<file path="src/rtl/frv_core_mem_arbiter_pkg.sv">
// rtl/frv_core_mem_arbiter_pkg.sv - shared types and helpers for the fetch/LSU memory arbiter
package frv_core_mem_arbiter_pkg;

    typedef enum logic [1:0] {
        ARB_IDLE  = 2'd0,
        ARB_GNT_I = 2'd1,
        ARB_GNT_D = 2'd2
    } arb_state_t;

    localparam logic [1:0] GNT_NONE = 2'b00;
    localparam logic [1:0] GNT_I    = 2'b01;
    localparam logic [1:0] GNT_D    = 2'b10;

    localparam int RUN_CNT_W = 4;
    localparam logic [RUN_CNT_W-1:0] RUN_ONE = RUN_CNT_W'(1);

    function automatic logic [RUN_CNT_W-1:0] run_cnt_inc(
        input logic [RUN_CNT_W-1:0] cnt,
        input logic [RUN_CNT_W-1:0] limit
    );
        return (cnt >= limit) ? limit : cnt + RUN_ONE;
    endfunction

endpackage

</file>
<file path="src/rtl/frv_core_mem_arb_pick.sv">
// rtl/frv_core_mem_arb_pick.sv - combinational next-grant decision
// FRV_MEM_ARB_RR_EN selects round-robin; otherwise dmem priority with a fetch starvation limit.
module frv_core_mem_arb_pick
    import frv_core_mem_arbiter_pkg::*;
(
    input  logic       i_req,
    input  logic       d_req,
`ifdef FRV_MEM_ARB_RR_EN
    input  logic       rr_ptr,
`else
    input  logic       run_max,
`endif
    output logic [1:0] gnt_next
);

    always_comb begin
        gnt_next = GNT_NONE;
`ifdef FRV_MEM_ARB_RR_EN
        if (i_req && d_req) begin
            gnt_next = rr_ptr ? GNT_D : GNT_I;
        end else if (i_req) begin
            gnt_next = GNT_I;
        end else if (d_req) begin
            gnt_next = GNT_D;
        end
`else
        // fetch only jumps the queue once the LSU has used up its run
        if (i_req && d_req) begin
            gnt_next = run_max ? GNT_I : GNT_D;
        end else if (i_req) begin
            gnt_next = GNT_I;
        end else if (d_req) begin
            gnt_next = GNT_D;
        end
`endif
    end

endmodule

</file>
<file path="src/rtl/frv_core_mem_arbiter.sv">
// rtl/frv_core_mem_arbiter.sv - shares one memory bus between fetch and load/store ports
// Optional FRV_MEM_ARB_RR_EN: round-robin pick instead of dmem priority with starvation limit.
module frv_core_mem_arbiter
    import frv_core_mem_arbiter_pkg::*;
#(
    parameter int unsigned D_MAX_RUN = 4
) (
    input  logic        g_clk,
    input  logic        g_reset,

    input  logic        imem_cen,
    input  logic        imem_wen,
    input  logic [3:0]  imem_strb,
    input  logic [31:0] imem_addr,
    input  logic [31:0] imem_wdata,
    output logic        imem_stall,
    output logic        imem_error,
    output logic [31:0] imem_rdata,

    input  logic        dmem_cen,
    input  logic        dmem_wen,
    input  logic [3:0]  dmem_strb,
    input  logic [31:0] dmem_addr,
    input  logic [31:0] dmem_wdata,
    output logic        dmem_stall,
    output logic        dmem_error,
    output logic [31:0] dmem_rdata,

    output logic        mem_cen,
    output logic        mem_wen,
    output logic [3:0]  mem_strb,
    output logic [31:0] mem_addr,
    output logic [31:0] mem_wdata,
    input  logic        mem_stall,
    input  logic        mem_error,
    input  logic [31:0] mem_rdata,

    output logic [1:0]  arb_gnt
);

    arb_state_t state;
    logic [1:0] gnt_next;
    logic       take_grant;

    assign take_grant = (state == ARB_IDLE) && (gnt_next != GNT_NONE);

`ifdef FRV_MEM_ARB_RR_EN
    logic rr_ptr;

    always_ff @(posedge g_clk or posedge g_reset) begin
        if (g_reset) begin
            rr_ptr <= 1'b0;
        end else if (take_grant && imem_cen && dmem_cen) begin
            rr_ptr <= ~rr_ptr;
        end
    end

    frv_core_mem_arb_pick u_pick (
        .i_req    (imem_cen),
        .d_req    (dmem_cen),
        .rr_ptr   (rr_ptr),
        .gnt_next (gnt_next)
    );
`else
    localparam logic [RUN_CNT_W-1:0] RUN_LIMIT = RUN_CNT_W'(D_MAX_RUN);

    logic [RUN_CNT_W-1:0] run_cnt;

    // counts LSU grants taken while fetch is waiting; any fetch idle cycle forgives the run
    always_ff @(posedge g_clk or posedge g_reset) begin
        if (g_reset) begin
            run_cnt <= '0;
        end else if (!imem_cen) begin
            run_cnt <= '0;
        end else if (take_grant && (gnt_next == GNT_I)) begin
            run_cnt <= '0;
        end else if (take_grant && (gnt_next == GNT_D)) begin
            run_cnt <= run_cnt_inc(run_cnt, RUN_LIMIT);
        end
    end

    frv_core_mem_arb_pick u_pick (
        .i_req    (imem_cen),
        .d_req    (dmem_cen),
        .run_max  (run_cnt == RUN_LIMIT),
        .gnt_next (gnt_next)
    );
`endif

    always_ff @(posedge g_clk or posedge g_reset) begin
        if (g_reset) begin
            state   <= ARB_IDLE;
            arb_gnt <= GNT_NONE;
        end else begin
            case (state)
                ARB_IDLE: begin
                    if (gnt_next == GNT_I) begin
                        state   <= ARB_GNT_I;
                        arb_gnt <= GNT_I;
                    end else if (gnt_next == GNT_D) begin
                        state   <= ARB_GNT_D;
                        arb_gnt <= GNT_D;
                    end
                end
                ARB_GNT_I: begin
                    // completion or an abandoned request both release the bus
                    if (!imem_cen || !mem_stall) begin
                        state   <= ARB_IDLE;
                        arb_gnt <= GNT_NONE;
                    end
                end
                ARB_GNT_D: begin
                    if (!dmem_cen || !mem_stall) begin
                        state   <= ARB_IDLE;
                        arb_gnt <= GNT_NONE;
                    end
                end
                default: begin
                    state   <= ARB_IDLE;
                    arb_gnt <= GNT_NONE;
                end
            endcase
        end
    end

    always_comb begin
        mem_cen    = 1'b0;
        mem_wen    = 1'b0;
        mem_strb   = 4'h0;
        mem_addr   = 32'h0;
        mem_wdata  = 32'h0;
        imem_stall = imem_cen;
        imem_error = 1'b0;
        imem_rdata = 32'h0;
        dmem_stall = dmem_cen;
        dmem_error = 1'b0;
        dmem_rdata = 32'h0;
        case (state)
            ARB_GNT_I: begin
                mem_cen    = imem_cen;
                mem_wen    = imem_wen;
                mem_strb   = imem_strb;
                mem_addr   = imem_addr;
                mem_wdata  = imem_wdata;
                imem_stall = mem_stall;
                imem_error = mem_error;
                imem_rdata = mem_rdata;
            end
            ARB_GNT_D: begin
                mem_cen    = dmem_cen;
                mem_wen    = dmem_wen;
                mem_strb   = dmem_strb;
                mem_addr   = dmem_addr;
                mem_wdata  = dmem_wdata;
                dmem_stall = mem_stall;
                dmem_error = mem_error;
                dmem_rdata = mem_rdata;
            end
            default: begin
            end
        endcase
    end

endmodule
</file>
<file path="config.mk">
export PLATFORM = sky130hd
export DESIGN_NAME = frv_core_mem_arbiter
export DESIGN_NICKNAME = d
export VERILOG_FILES = /design/src/rtl/frv_core_mem_arbiter_pkg.sv /design/src/rtl/frv_core_mem_arb_pick.sv /design/src/rtl/frv_core_mem_arbiter.sv
export SDC_FILE = /design/constraint.sdc
export NUM_CORES = 1
export LEC_CHECK = 0
export ABC_CLOCK_PERIOD_IN_PS = 1300
export BUFFER_PORTS_ARGS = -buffer_cell sky130_fd_sc_hd__buf_2
export CORE_AREA = 2 2 122 124
export DETAILED_ROUTE_END_ITERATION = 7
export DIE_AREA = 0 0 124 126
export HOLD_SLACK_MARGIN = 0.12
export PLACE_DENSITY = 0.59
export SLEW_MARGIN = 40
export SYNTH_ARGS = -nofsm -noshare
export SYNTH_HDL_FRONTEND = slang
export SYNTH_SLANG_ARGS = --single-unit
</file>
<file path="constraint.sdc">
create_clock -name g_clk -period 1.3 [get_ports g_clk]
set_input_delay 0.065 -clock g_clk [delete_from_list [all_inputs] [get_ports g_clk]]
set_output_delay 0.065 -clock g_clk [all_outputs]
set_load 0.05 [all_outputs]
</file>
* Yosys cells after proc, flatten, opt, wreduce, memory -nomap -nowiden
Index checks and enable logic that the tools add are counted.
** Storage, ports and cells
- Register bits after elaboration :: 6
- Input bits :: 176
- Output and inout bits :: 140
- Logic and storage cells :: 49
** Cells by class
- Add/sub/neg operators :: 1
- Order comparisons :: 1
- Eq/ne operators :: 9
- Mux-type cells :: 24
- Reduce and logical (&&, ||, !) cells :: 12
** Operator list (number)
- $pmux 32 s2 :: 2
- $mux 32 :: 2
- $mux 2 :: 8
- $mux 4 :: 4
- $pmux 4 s2 :: 1
- $ne 3x1->1 const B :: 2
- $pmux 2 s3 :: 1
- $add 4x1->4 const B :: 1
- $eq 2x1->1 const B :: 2
- $eq 2x2->1 const B :: 2
- $eq 4x3->1 const B :: 1
- $ge 4x3->1 const B :: 1
- $logic_and 1x1->1 :: 4
- $mux 1 :: 4
- $ne 2x2->1 const B :: 2
- $pmux 1 s2 :: 2
- $logic_not 1->1 :: 3
- $reduce_and 3->1 :: 1
- $logic_not 2->1 :: 1
- $logic_or 1x1->1 :: 2
- $reduce_bool 2->1 :: 1

* Depth between registers and ports, before layout
- Word-level depth :: 9
- Depth in mapped cells :: 7
- Mapped depth without buffers :: 5

* Hierarchy
Synthesis repeated with hierarchy kept, for this count alone.
** Unflattened totals
- Cell total of the unflattened synthesis :: 282
- Area, all modules :: 1931.9 um^2
** Modules (own cells, without submodules)
- frv_core_mem_arbiter :: times used 1, cells an instance 279, area an instance 1913.1 um^2, sequential area each 150.1 um^2
- frv_core_mem_arb_pick :: times used 1, cells an instance 3, area an instance 18.8 um^2, sequential area each 0.0 um^2

* Worst setup path before layout
OpenSTA, ideal clock, no wires.
- Kind :: reg-to-output
- From :: reg state[0]
- To :: out mem_addr[11]
- Arrival :: 2.112 ns
- Setup slack :: -0.877 ns
- Stages on the path, launching flop included :: 5
- Path buffers :: 1
- Cell sequence :: dfrtp_1 inv_1 ha_1 clkbuf_1 nor2b_1
** On the way
- Longest elaborated chain between the ends :: 2
** RTL lines
- from (decl) :: line frv_core_mem_arbiter.sv:41 : arb_state_t state;
- from (signal assigned) :: line frv_core_mem_arbiter.sv:92 : state <= ARB_IDLE;
- from (signal assigned) :: line frv_core_mem_arbiter.sv:98 : state <= ARB_GNT_I;
- from (signal assigned) :: line frv_core_mem_arbiter.sv:101 : state <= ARB_GNT_D;
- $eq 2x2->1 / $eq 2x1->1 (equally long branches) :: line frv_core_mem_arbiter.sv:138 : case (state)
- $pmux 32 s2 (*) :: line frv_core_mem_arbiter.sv:138
- to (decl) :: line frv_core_mem_arbiter.sv:32 : output logic [31:0] mem_addr,
Every way passes the cells marked *; elsewhere a longest branch is shown, timed or not.

* Final worst setup path
- From :: reg state[0]
- To :: out mem_addr[15]
Same word-level chain as after synthesis.

==> reports/summary.json <==
{
  "cp.required_ns": 1.24,
  "finalNetCount": 807,
  "critical_path_top_delay_cell": "sky130_fd_sc_hd__dfrtp_2",
  "critical_path.n_buffers_inverters": 4,
  "cts_tree": "yes",
  "finish.cell_count_without_fillers": 809,
  "floorplan.initialDensity": 0.139,
  "ys_async_sr_fraction": 1.00,
  "timing.final.setup_violations": 140,
  "ir_drop_mv": 1.51,
  "synth_warnings": 0,
  "core_mm2": 0.0143,
  "path_max_fanout": 6,
  "cell_row_count": 44,
  "detail_route.first_pass.iterations": 4,
  "die_w_um": 124,
  "cts.clk_slew.worst_paths_ns": 0.03,
  "first_iter_violations": 90,
  "wire_length_reported_by_the_detailed_router_um": 15700,
  "grt_pass1_vias": 3523,
  "synthTopCellsByCount": "sky130_fd_sc_hd__a22oi_1 (69), sky130_fd_sc_hd__nor2b_1 (69), sky130_fd_sc_hd__and2_1 (66), sky130_fd_sc_hd__buf_2 (14), sky130_fd_sc_hd__clkbuf_1 (10)",
  "synth_enable_flop_cells": 0,
  "p_leak_nw": 3.18,
  "per_cell_via_count_in_the_routed_design": 4.44,
  "grt_util_all_layers": 0.163,
  "failed_checks": "negative setup slack",
  "synth_flop_cell": "sky130_fd_sc_hd__dfrtp_1",
  "power_per_cell_area_mw_per_mm2": 2840,
  "maximum_single_stage_delay_on_the_critical_path_ns": 0.44,
  "clock_buffers_created_by_tritoncts": 3,
  "route.detailed.wl_per_inst_um": 19.5,
  "port-buffer-count": 315,
  "antenna_found_initial": 1,
  "post_synth.cell_area_avg_um2": 7.09,
  "timing.final.max_slew_violations": 0,
  "die_area_mm2": 0.0156,
  "antenna_cell_count": 0,
  "synth.net_count": 462,
  "postSynthRegisterBits": 6,
  "met3_length_um": 846,
  "layout_setup_ws_ns": -0.476,
  "layout-area-overhead-vs-synth_pct": 249,
  "drive_above_1_share": 0.923,
  "dp.cells": 761,
  "met2_length_um": 8260,
  "netlist.top_cell.by_area": "sky130_fd_sc_hd__a22oi_1",
  "cts_root_buf": "sky130_fd_sc_hd__clkbuf_16",
  "synth_sequential_area_ratio": 0.0753,
  "critical_path.endpoint_type": "output pin",
  "fillerInstances": 1284,
  "post-route-drc-count": 0,
  "timing.clock.skew_ns": 0.00154,
  "die_height_um": 126,
  "finalCoreUtilization": 0.486,
  "critical_path_arrival_ns": 1.71,
  "run_status": "finished, violations left",
  "fmax_ghz": 0.563,
  "cts.sink_count": 6,
  "final_critical_path_share_of_the_clock_period": 1.37,
  "syn_inst": 281,
  "crit_type": "reg -> out",
  "ant_nets": 0,
  "slew_headroom": 0.799,
  "met1_length_um": 6460,
  "fin_crit_ns": 1.78,
  "timing.hold.worst.class": "in -> reg",
  "chain_of_cells_forming_the_critical_path": "inv_4, ha_4, buf_12, clkbuf_16, a22oi_2, nor2b_4, buf_6",
  "vias": 3594,
  "final_report_hold_violation_count": 0,
  "critical-path-top-delay-family": "buffers and inverters",
  "hpwlAfterDp_um": 8430,
  "yosys.cell_types.count": 29,
  "unrepaired_setup_endpoints_after_global_routing": "yes",
  "h-tree-depth": 1,
  "mappedNetlistArea_mm2": 0.00199,
  "yosysTopAreaCellShare": 0.260,
  "top_level_ports": 316,
  "place.gp.congestion": 0.829,
  "worst_skew_pair.late_latency_ns": 0.23,
  "globalRouteOverflowTotal": 0,
  "worstSetupStartpointType": "register",
  "highest_metal_layer_used_by_the_detailed_router": "met4",
  "grt_start_max_net_pins": 29,
  "timing_worst_slew_pin_value_ns": 0.301,
  "synth.area.top_cells": "sky130_fd_sc_hd__a22oi_1 (26%), sky130_fd_sc_hd__nor2b_1 (22%), sky130_fd_sc_hd__and2_1 (21%)",
  "grt_pass1_wl_um": 19600,
  "clk_path_buf_depth": 2,
  "max-cap-violations": 0
}
[worst paths after layout]
kind                            startpoint      endpoint  slack (ns)  depth (start not counted)
max in group asynchronous          g_reset      state[0]        0.79                          3
worst min register to register  run_cnt[3]    run_cnt[2]        0.57                          1
worst max register to register    state[0]      state[1]       -0.31                          7
worst max-delay path              state[0]  mem_addr[15]       -0.48                          7
min in group asynchronous          g_reset    run_cnt[2]        0.29                          3
worst min-delay path              imem_cen    run_cnt[2]        0.16                          2
[routing by layer]
layer / vias to the layer above / global-route usage
met5: - / 0
met4: 0 / 0.0357
met3: 14 / 0.0195
met2: 152 / 0.295
met1: 1749 / 0.203
li1: 1679 / -
[where the power goes]
group	switching [mW]	internal (mW)	leakage, nW
Sequential	0.0550	0.232	0.0782
Clock	0.113	0.408	0.0382
Combinational	9.52	9.45	3.06
[registers in the layout (all words and copies together), names as in the netlist]
signal / count
state: 2
run_cnt: 4
[final cells by class]
| class | count | area [um^2] | share of cell area |
|---|---|---|---|
| inverter | 5 | 23.8 | 0.00342 |
| clock buffer | 4 | 78.8 | 0.0113 |
| multi-input combinational | 237 | 2580 | 0.371 |
| tap | 184 | 230 | 0.0331 |
| sequential | 6 | 153 | 0.0219 |
| timing repair buffer | 373 | 3890 | 0.559 |
[cells by family (layout without fill, tap and decap cells)]
kind of cell / after synthesis / in the layout / synth area share
fa+ha+maj: 5 / 5 / 0.0314
mux: 3 / 3 / 0.0207
compound gates: 79 / 79 / 0.301
simple gates: 150 / 150 / 0.466
flops: 6 / 6 / 0.0753
buf+inv: 38 / 382 / 0.105
[cells in the final DEF, fill, tap and decap left out, drive strengths merged, types with 2 or more instances in the layout]
| cell type | netlist | routed |
|---|---|---|
| nand2b | 2 | 2 |
| nor2 | 3 | 3 |
| clkbuf | 11 | 13 |
| nor2b | 69 | 69 |
| mux2 | 3 | 3 |
| a22oi | 70 | 70 |
| inv | 5 | 5 |
| nand2 | 5 | 5 |
| dfrtp | 6 | 6 |
| o22ai | 2 | 2 |
| buf | 22 | 363 |
| ha | 5 | 5 |
| a41o | 2 | 2 |
| and2 | 66 | 66 |
[repair_timing]
item | 4_1_cts | 5_1_grt
gates cloned | 14 | 12
hold buffers | 1 | 0
resized for setup | 344 | 87
buffers inserted | 7 | 12
endpoints found under the setup margin | 141 | 141
hold endpoints to repair | 6 | 0
pin swaps | 0 | 26
[metrics by stage]
step                setup TNS [ns]  total power, mW  hold WS [ns]  cell area [um^2]  setup slack [ns]
floorplan                   -37.49             10.1        -0.144              2770            -0.472
global placement            -27.87             12.4       0.00115              4610            -0.290
detailed placement          -28.66             12.4      -0.00523              4610            -0.293
CTS                         -53.21             17.4         0.155              6300            -0.457
global route                -61.76             20.5         0.169              6960            -0.520
finish                      -55.20             19.8         0.159              6960            -0.476
[worst reg2reg max path, stage by stage (launching register included)]
cell and delay, ns:
sky130_fd_sc_hd__dfrtp_2 0.44, sky130_fd_sc_hd__inv_4 0.09, sky130_fd_sc_hd__ha_4 0.25, sky130_fd_sc_hd__buf_8 0.16, sky130_fd_sc_hd__a22oi_2 0.08, sky130_fd_sc_hd__buf_4 0.15
sky130_fd_sc_hd__nand2b_4 0.13, sky130_fd_sc_hd__a41o_1 0.18
Power figures use the tool's default switching activity.
